File: src/rtl/cpu_clk_pkg.sv
// Shared encodings and defaults for the CPU clock controller.
package cpu_clk_pkg;

  // Controller state; the encoding doubles as the ModeSel command encoding.
  typedef enum logic [1:0] {
    ST_HALT = 2'b00,
    ST_RUN  = 2'b01,
    ST_STEP = 2'b10,
    ST_FAST = 2'b11
  } state_t;

  localparam int          DEF_DIV_WIDTH   = 32;
  localparam int          STEP_CNT_WIDTH  = 32;
  localparam logic [31:0] DEF_DIV         = 32'h05F5_E100;  // 1 strobe/s at 100 MHz
  localparam int          DEF_DEBOUNCE    = 1000000;        // 10 ms at 100 MHz

endpackage

File: src/rtl/button_debouncer.sv
// Push-button conditioner: 2-flop synchronizer, stability filter and
// rising-edge detector on the filtered level.
module button_debouncer
  import cpu_clk_pkg::*;
#(
  parameter int DEBOUNCE_CYCLES = DEF_DEBOUNCE
) (
  input  logic Clock,
  input  logic Reset,
  input  logic Raw,
  output logic Level,
  output logic Rise
);

  localparam int              CNT_W    = $clog2(DEBOUNCE_CYCLES + 1);
  localparam logic [CNT_W-1:0] CNT_LAST = CNT_W'(DEBOUNCE_CYCLES - 1);
  localparam logic [CNT_W-1:0] CNT_ONE  = CNT_W'(1);

  logic             sync_a;
  logic             sync_b;
  logic             level;
  logic             level_q;
  logic [CNT_W-1:0] stable_cnt;

  // Bring the asynchronous button into the Clock domain.
  // NOTE: sequential state uses non-blocking (<=) so every flop samples the
  // pre-edge value of its neighbours; blocking here would collapse the chain.
  always_ff @(posedge Clock) begin
    if (!Reset) begin
      sync_a <= 1'b0;
      sync_b <= 1'b0;
    end else begin
      sync_a <= Raw;
      sync_b <= sync_a;
    end
  end

  // Accept a new level only after it has differed from the current one for
  // DEBOUNCE_CYCLES consecutive samples; any bounce back restarts the count.
  always_ff @(posedge Clock) begin
    if (!Reset) begin
      stable_cnt <= '0;
      level      <= 1'b0;
    end else if (sync_b == level) begin
      stable_cnt <= '0;
    end else if (stable_cnt == CNT_LAST) begin
      stable_cnt <= '0;
      level      <= sync_b;
    end else begin
      stable_cnt <= stable_cnt + CNT_ONE;
    end
  end

  // Delayed copy of the filtered level for edge detection.
  always_ff @(posedge Clock) begin
    if (!Reset) level_q <= 1'b0;
    else        level_q <= level;
  end

  assign Level = level;
  assign Rise  = level & ~level_q;

endmodule

File: src/rtl/cpu_clock_controller.sv
// Generates the single-cycle CPU advance strobe: divided run, full-speed run,
// debounced single step and halt (commanded or requested by the CPU).
module cpu_clock_controller
  import cpu_clk_pkg::*;
#(
  parameter int                   DIV_WIDTH       = DEF_DIV_WIDTH,
  parameter logic [DIV_WIDTH-1:0] DEFAULT_DIV     = DIV_WIDTH'(DEF_DIV),
  parameter int                   DEBOUNCE_CYCLES = DEF_DEBOUNCE
) (
  input  logic                      Clock,
  input  logic                      Reset,
  input  logic [1:0]                ModeSel,
  input  logic                      StepButton,
  input  logic                      DivLoad,
  input  logic [DIV_WIDTH-1:0]      DivValue,
  input  logic                      HaltRequest,
  output logic                      CpuEnable,
  output logic [STEP_CNT_WIDTH-1:0] StepCount,
  output logic [1:0]                State,
  output logic [DIV_WIDTH-1:0]      DivActive,
  output logic                      Heartbeat
);

  localparam logic [DIV_WIDTH-1:0] DIV_ONE   = DIV_WIDTH'(1);
  // A ratio of zero behaves as one, including the reset default.
  localparam logic [DIV_WIDTH-1:0] RESET_DIV = (DEFAULT_DIV == '0) ? DIV_ONE : DEFAULT_DIV;

  state_t                      state;
  state_t                      next_state;
  logic                        halt_latched;
  logic                        halt_now;
  logic                        stay;
  logic [DIV_WIDTH-1:0]        period_cnt;
  logic [DIV_WIDTH-1:0]        div_active;
  logic [DIV_WIDTH-1:0]        div_pending;
  logic                        div_pending_valid;
  logic [DIV_WIDTH-1:0]        load_val;
  logic                        apply_ok;
  logic                        wrap;
  logic                        strobe;
  logic                        btn_level;
  logic                        btn_rise;
  logic                        cpu_enable;
  logic                        heartbeat;
  logic [STEP_CNT_WIDTH-1:0]   step_count;

  button_debouncer #(
    .DEBOUNCE_CYCLES(DEBOUNCE_CYCLES)
  ) u_button (
    .Clock (Clock),
    .Reset (Reset),
    .Raw   (StepButton),
    .Level (btn_level),
    .Rise  (btn_rise)
  );

  // Sticky CPU halt; only a pass through HALT mode clears it.
  always_ff @(posedge Clock) begin
    if (!Reset)                    halt_latched <= 1'b0;
    else if (HaltRequest)          halt_latched <= 1'b1;
    else if (ModeSel == ST_HALT)   halt_latched <= 1'b0;
  end

  // State register.
  always_ff @(posedge Clock) begin
    if (!Reset) state <= ST_HALT;
    else        state <= next_state;
  end

  // Next state follows ModeSel unless a halt is pending or arriving now.
  always_comb begin
    halt_now   = halt_latched | HaltRequest;
    next_state = halt_now ? ST_HALT : state_t'(ModeSel);
  end

  // Strobe decode: no strobe in a cycle that leaves the current state, so a
  // halt or mode change suppresses the next advance and abandons the period.
  // NOTE: every always_comb output gets a default first so no path leaves it
  // unassigned, which would otherwise infer a latch.
  always_comb begin
    strobe = 1'b0;
    stay   = (next_state == state);
    wrap   = (state == ST_RUN) && (period_cnt >= (div_active - DIV_ONE));
    unique case (state)
      ST_HALT: strobe = 1'b0;
      ST_RUN:  strobe = wrap;
      ST_STEP: strobe = btn_rise & btn_level;
      ST_FAST: strobe = 1'b1;
    endcase
    strobe = strobe & stay;
  end

  // Period counter: runs only while staying in RUN, wraps at div_active-1.
  always_ff @(posedge Clock) begin
    if (!Reset)                          period_cnt <= '0;
    else if ((state == ST_RUN) && stay)  period_cnt <= wrap ? '0 : period_cnt + DIV_ONE;
    else                                 period_cnt <= '0;
  end

  // New ratios take effect at a period boundary, or at once outside RUN.
  always_comb begin
    load_val = (DivValue == '0) ? DIV_ONE : DivValue;
    apply_ok = wrap || (state != ST_RUN);
  end

  // Divide-ratio pending/active registers.
  always_ff @(posedge Clock) begin
    if (!Reset) begin
      div_active        <= RESET_DIV;
      div_pending       <= RESET_DIV;
      div_pending_valid <= 1'b0;
    end else if (DivLoad) begin
      if (apply_ok) begin
        div_active        <= load_val;
        div_pending_valid <= 1'b0;
      end else begin
        div_pending       <= load_val;
        div_pending_valid <= 1'b1;
      end
    end else if (div_pending_valid && apply_ok) begin
      div_active        <= div_pending;
      div_pending_valid <= 1'b0;
    end
  end

  // Registered strobe plus its strobe counter and heartbeat LED.
  always_ff @(posedge Clock) begin
    if (!Reset) begin
      cpu_enable <= 1'b0;
      step_count <= '0;
      heartbeat  <= 1'b0;
    end else begin
      cpu_enable <= strobe;
      if (strobe) begin
        step_count <= step_count + STEP_CNT_WIDTH'(1);
        heartbeat  <= ~heartbeat;
      end
    end
  end

  assign CpuEnable = cpu_enable;
  assign StepCount = step_count;
  assign State     = state;
  assign DivActive = div_active;
  assign Heartbeat = heartbeat;

endmodule

File: config.mk
export PLATFORM = sky130hd
export DESIGN_NAME = cpu_clock_controller
export DESIGN_NICKNAME = d
export VERILOG_FILES = /design/src/rtl/cpu_clk_pkg.sv /design/src/rtl/button_debouncer.sv /design/src/rtl/cpu_clock_controller.sv
export SDC_FILE = /design/constraint.sdc
export NUM_CORES = 1
export LEC_CHECK = 0
export CORE_AREA = 2 2 130 132
export CTS_CLUSTER_DIAMETER = 200
export CTS_CLUSTER_SIZE = 14
export DETAILED_ROUTE_END_ITERATION = 12
export DIE_AREA = 0 0 132 134
export GPL_TIMING_DRIVEN = 0
export PLACE_DENSITY = 0.8
export SYNTH_ARGS = -nofsm -noshare
export SYNTH_HDL_FRONTEND = slang
export SYNTH_SLANG_ARGS = --single-unit
File: constraint.sdc
create_clock -name Clock -period 7.4 [get_ports Clock]
set_clock_uncertainty 0.15 [all_clocks]
set_input_delay 1.11 -clock Clock [delete_from_list [all_inputs] [get_ports Clock]]
set_output_delay 1.11 -clock Clock [all_outputs]
set_load 0.01 [all_outputs]
Word level (Yosys, flattened, before mapping)
Cells that the tools add are included.
{"block": "op_classes", "n_addsub": 4, "order_cmp": 1, "eq_ne": 8, "muxes": 11, "bitwise": 10, "reduce_logical": 14}
{"operator": "2-to-1 mux 32 bit", "n": 4}
{"operator": "adder 32 x 1 -> 32 bit, second input constant", "n": 2}
{"operator": ">= comparator 32 bit", "n": 1}
{"operator": "zero test 32 bit", "n": 1}
{"operator": "subtractor 32 x 1 -> 32 bit, second input constant", "n": 1}
{"operator": "adder 20 x 1 -> 20 bit, second input constant", "n": 1}
{"operator": "equality test 20 bit, second input constant", "n": 1}
{"operator": "NOT 1 bit", "n": 6}
{"operator": "AND reduction 2 bit", "n": 3}
{"operator": "OR reduction 3 bit", "n": 2}
{"operator": "2-to-1 mux 1 bit", "n": 5}
{"operator": "equality test 2 bit, second input constant", "n": 2}
{"operator": "zero test 2 bit", "n": 2}
{"operator": "inequality test 2 x 1 -> 1 bit, second input constant", "n": 2}
{"operator": "case mux 1 bit (4 select lines)", "n": 1}
{"operator": "nonzero test 2 bit", "n": 2}
{"operator": "AND 1 bit", "n": 3}
{"operator": "logical AND 1 bit", "n": 3}
{"operator": "equality test 2 x 1 -> 1 bit, second input constant", "n": 1}
{"operator": "equality test 2 bit", "n": 1}
{"operator": "2-to-1 mux 2 bit", "n": 1}
{"operator": "equality test 1 bit", "n": 1}
{"operator": "logical OR 1 bit", "n": 1}
{"operator": "bitwise OR 1 bit", "n": 1}
{"block": "totals", "ff_bits": 158, "in_bits": 39, "output_inout_bits": 68, "elab_cells": 62}

Longest topological paths before layout
{"block": "logic_depth", "depth_word": 7, "mapped_depth": 17, "ltp_nobuf": 14}

Hierarchy
Synthesis repeated with hierarchy kept, for this count alone.
{"block": "unflattened", "cells_unflattened": 925, "hier_area_um2": 8049.0}
{"module": "cpu_clock_controller", "n_inst": 1, "cells_each": 812, "area_per_inst_um2": 6964.2, "seq_area_each_um2": 2682.6}
{"module": "button_debouncer", "n_inst": 1, "cells_each": 113, "area_per_inst_um2": 1084.8, "seq_area_each_um2": 480.5}

Least setup slack after synthesis
OpenSTA, ideal clock, no wires.
{"block": "synth_path", "path_type": "register -> register", "start": "register div_active[6], in the netlist DivActive[6]", "end": "register div_active[14], in the netlist DivActive[14]", "setup_time_ns": 0.121, "t_arrival_ns": 3.881, "t_required_ns": 7.129, "slack_ns": 3.247, "stages_incl_launch_ff": 17, "path_buffers": 3, "period_less_slack_ns": 4.153, "path_cell_list": "dfxtp_1 > or4_1 > or3_4 > nor3b_4 > nand3_1 > nor4_2 > xnor2_1 > ha_1 > nand4_2 > nor4_4 > nand4_1 > a31o_1 > buf_6 > a31o_1 > buf_6 > buf_6 > mux2_4"}
{"block": "synth_between", "elab_chain_cells": 7, "word_cells_on_any_way": 8, "cone_classes": "add/sub: 1; order compare: 1; eq/ne: 1; reduce/logical: 5"}
{"element": "from (decl)", "line_no": "cpu_clock_controller.sv:34", "rtl": "logic [DIV_WIDTH-1:0] div_active;"}
{"element": "from (signal assigned)", "line_no": "cpu_clock_controller.sv:114", "rtl": "div_active <= load_val;"}
{"element": "from (signal assigned)", "line_no": "cpu_clock_controller.sv:121", "rtl": "div_active <= div_pending;"}
{"element": "subtractor 32 x 1 -> 32 bit (*)", "line_no": "cpu_clock_controller.sv:83", "rtl": "wrap = (state == ST_RUN) && (period_cnt >= (div_active - DIV_ONE));"}
{"element": ">= comparator 32 bit (*)", "line_no": "cpu_clock_controller.sv:83"}
{"element": "logical AND 1 bit (*)", "line_no": "cpu_clock_controller.sv:83"}
{"element": "logical OR 1 bit (*)", "line_no": "cpu_clock_controller.sv:103", "rtl": "apply_ok = wrap || (state != ST_RUN);"}
{"element": "logical AND 1 bit", "line_no": "cpu_clock_controller.sv:120", "rtl": "end else if (div_pending_valid && apply_ok) begin"}
{"element": "nonzero test 2 bit (no source line)"}
{"element": "AND reduction 2 bit (no source line) (*)"}
Mark *: on every way between the ends. The rest lies on a longest branch, timed or not.
A chain may end at the register's enable or synchronous reset.

Worst setup path in the final report
{"block": "layout_path", "start": "register div_active[17], in the netlist DivActive[17]", "end": "register div_active[26], in the netlist DivActive[26]"}
The elaborated chain is that of the path after synthesis.

==> impl_metrics.yaml <==
global_route:
  grt_pass1_wl_mm: 35.9
  antenna_found_initial: 0
  grt.overflow.total: 0
  grt_pass1_vias: 7302
  grt_start_max_net_pins: 17
  gr-usage-all-layers_pct: 25.0
layout:
  diodes: 0
  nFillCells: 1319
  layout.nets: 1201
  drive_gt1_share_pct: 7.21
  fin_cells: 1358
  final_area_mm2: 0.0107
  area_delta_synth_final_pct: 22.7
clocking:
  ctsHoldBuffers: 0
  clock-root-buffer: "clkbuf_16"
  cts_buffers: 17
  clock-sinks: 158
  insertion_delay_ns: 0.43
  ctsResizeCount: 0
  htreeDepth: 4
  cts_buffer_depth: 2
  post_cts_buffers: 0
  cts_tree: "yes"
  clk_pin_slew_worst_paths_ns: 0.06
placed_design:
  dp_hpwl_mm: 16.0
  dp_cells: 1327
  place_ws_ns: 2.68
  place_area_mm2: 0.0101
  routabilityCongestion: 0.890
  io_buffers: 105
timing:
  worstMarginPinSlew_ns: 1.00
  fin_crit_sh_pct: 65.1
  finalCriticalPeriod_ns: 4.82
  fmax_ghz: 0.208
  relSlewSlack_pct: 32.5
  drv_slew: 0
  timing.setup.tns_ns: 0
  timing.final.ws_setup_ns: 2.58
  rsz0062_at_grt: "no"
  setup_viol: 0
  hold_viol: 0
logic_synthesis:
  async_flop_share_pct: 0
  synth_area_leaders: "dfxtp_1 36%, mux2i_1 11%, nand2_1 7.2%"
  synthesis.nets: 1077
  synth.most_common_cell: "nand2_1"
  synth_area_per_cell_um2: 8.74
  synth-seq-cells: 158
  synthTopCellsByCount: "168 x nand2_1, 158 x dfxtp_1, 98 x mux2i_1"
  ys_warn_count: 0
  ys_types: 55
  syn-cell-area_mm2: 0.00875
  yosys.area.top_type: "dfxtp_1"
  synth_ff_type: "dfxtp_1"
  synth-edff-count: 0
  synth_top_area_share_pct: 36.1
  syn_inst: 1002
  ys_seq_area_share_pct: 36.1
route:
  routed_wl_mm: 21.8
  vias: 7483
  drt_iter0_markers: 363
  drt_pass1_iterations: 4
  wl_met3_mm: 1.03
  antenna_left: 0
  wl_met2_mm: 10.6
  routedWlPerCell_um: 16.0
  vias_per_cell: 5.51
  highest_layer: "met4"
  post-route-drc-count: 0
  met1_length_mm: 9.48
worst_setup_path:
  critical_path.max_fanout: 10
  cp.required_ns: 7.56
  crit_type: "reg2reg"
  start_kind: "flip-flop"
  arrival_ns: 4.98
  end_kind: "flip-flop"
  rr_startpoint: "DivActive[17]"
  startpoint: "DivActive[17]"
power_and_ir_drop:
  power_density_mw_per_mm2: 191
  vdd_ir_drop_max_mv: 0.188
  finalPower_uw: 2050
  power.leakage_uw: 0.00389
floorplan:
  num_io_pins: 107
  core_mm2: 0.0163
  rows: 47
  die_area_mm2: 0.0177
  initial_core_util_pct: 53.7
  dieWidth_um: 132
  die_h_um: 134
run_status:
  run_status: "finished clean"
run:
  drv_cap: 0
worst_hold_path:
  hold_start: "u_button.sync_a"
  hold_path_class: "reg2reg"
-- final timing paths --
check	to	slack [ns]	cells past startpoint
min reg2reg	u_button.sync_b	0.30	1
max reg2reg	DivActive[26]	2.58	15
min	u_button.sync_b	0.30	1
max	DivActive[26]	2.58	15
-- per-stage QoR --
step,hold slack [ns],util (%)
2_1_floorplan,0.262,-
5_1_grt,0.320,65.9
4_1_cts,0.308,65.9
3_3_place_gp,0.289,61.9
6_report,0.303,65.9
3_5_place_dp,0.298,61.9
-- layout by cell type, fill, tap and decap left out, types with 6 or more instances in the layout --
| cell type | synthesis | routed |
|---|---|---|
| dfxtp_1 | 158 | 158 |
| and3_1 | 17 | 17 |
| inv_1 | 9 | 9 |
| mux2_2 | 21 | 21 |
| buf_6 | 6 | 6 |
| and4_1 | 9 | 9 |
| ha_1 | 36 | 36 |
| xnor2_1 | 31 | 31 |
| nand3_1 | 36 | 36 |
| and2_1 | 7 | 7 |
| clkbuf_16 | 0 | 17 |
| nand4_1 | 32 | 32 |
| xor2_1 | 49 | 49 |
| nor4_1 | 20 | 20 |
| a21oi_1 | 38 | 38 |
| nor2b_1 | 32 | 32 |
| clkbuf_1 | 36 | 36 |
| clkdlybuf4s50_1 | 0 | 105 |
| nand2_1 | 168 | 168 |
| mux2_4 | 10 | 10 |
| nor2_1 | 81 | 81 |
| nand2b_1 | 44 | 44 |
| nor3_1 | 10 | 10 |
| mux2i_1 | 98 | 98 |
-- layout make-up --
type	count	area (µm²)	share of cell area (%)
plain buffers	49	240	2.24
clock buffers	19	453	4.22
clock inverters	12	209	1.95
inverters	9	33.8	0.314
multi-input cells	786	5320	49.5
flip-flops and latches	158	3160	29.4
well taps	220	275	2.56
repair buffers	105	1050	9.78
-- critical path: stages (launching register included) --
cell and delay, ns:
dfxtp_1 0.39, or4_1 0.61, nor3_1 0.41, nand4b_1 0.31, nor2b_1 0.29, nand2_1 0.10, xor2_1 0.17, ha_1 0.32
nand4_2 0.15, nor2_1 0.07, a211o_1 0.29, a2111oi_4 0.55, a31o_1 0.25, buf_6 0.12, buf_6 0.17, mux2_4 0.32
-- routing by layer --
| layer | up-vias | track usage [%] |
|---|---|---|
| met2 | 208 | 43.3 |
| met1 | 3511 | 30.3 |
| li1 | 3718 | - |
| met4 | 0 | 11.2 |
| met3 | 46 | 4.65 |
| met5 | - | 0 |
-- power breakdown --
part	internal, µW	switching [µW]	total, µW
Combinational	91.7	97.5	189
Sequential	863	17.3	881
Clock	619	364	983
Total	1570	479	2050
-- flip-flops by register name (all words and copies together), names as in the netlist --
register	count
div_pending_valid	1
DivActive	32
div_pending	32
State	2
u_button.sync_b	1
CpuEnable	1
StepCount	32
u_button.level_q	1
u_button.sync_a	1
period_cnt	32
u_button.stable_cnt	20
halt_latched	1
u_button.Level	1
Heartbeat	1
-- cells by family (layout without fill, tap and decap cells) --
| group | after synthesis | in the layout | share of synthesized area, % |
|---|---|---|---|
| AO/OA/AOI/OAI | 65 | 65 | 4.67 |
| XOR/XNOR | 80 | 80 | 8.00 |
| adder cells (fa/ha/maj) | 36 | 36 | 5.15 |
| buffers and inverters | 58 | 194 | 3.13 |
| flip-flops | 158 | 158 | 36.1 |
| multiplexers | 129 | 129 | 15.6 |
| AND/OR/NAND/NOR | 476 | 476 | 27.3 |
Power figures use the tool's default switching activity.
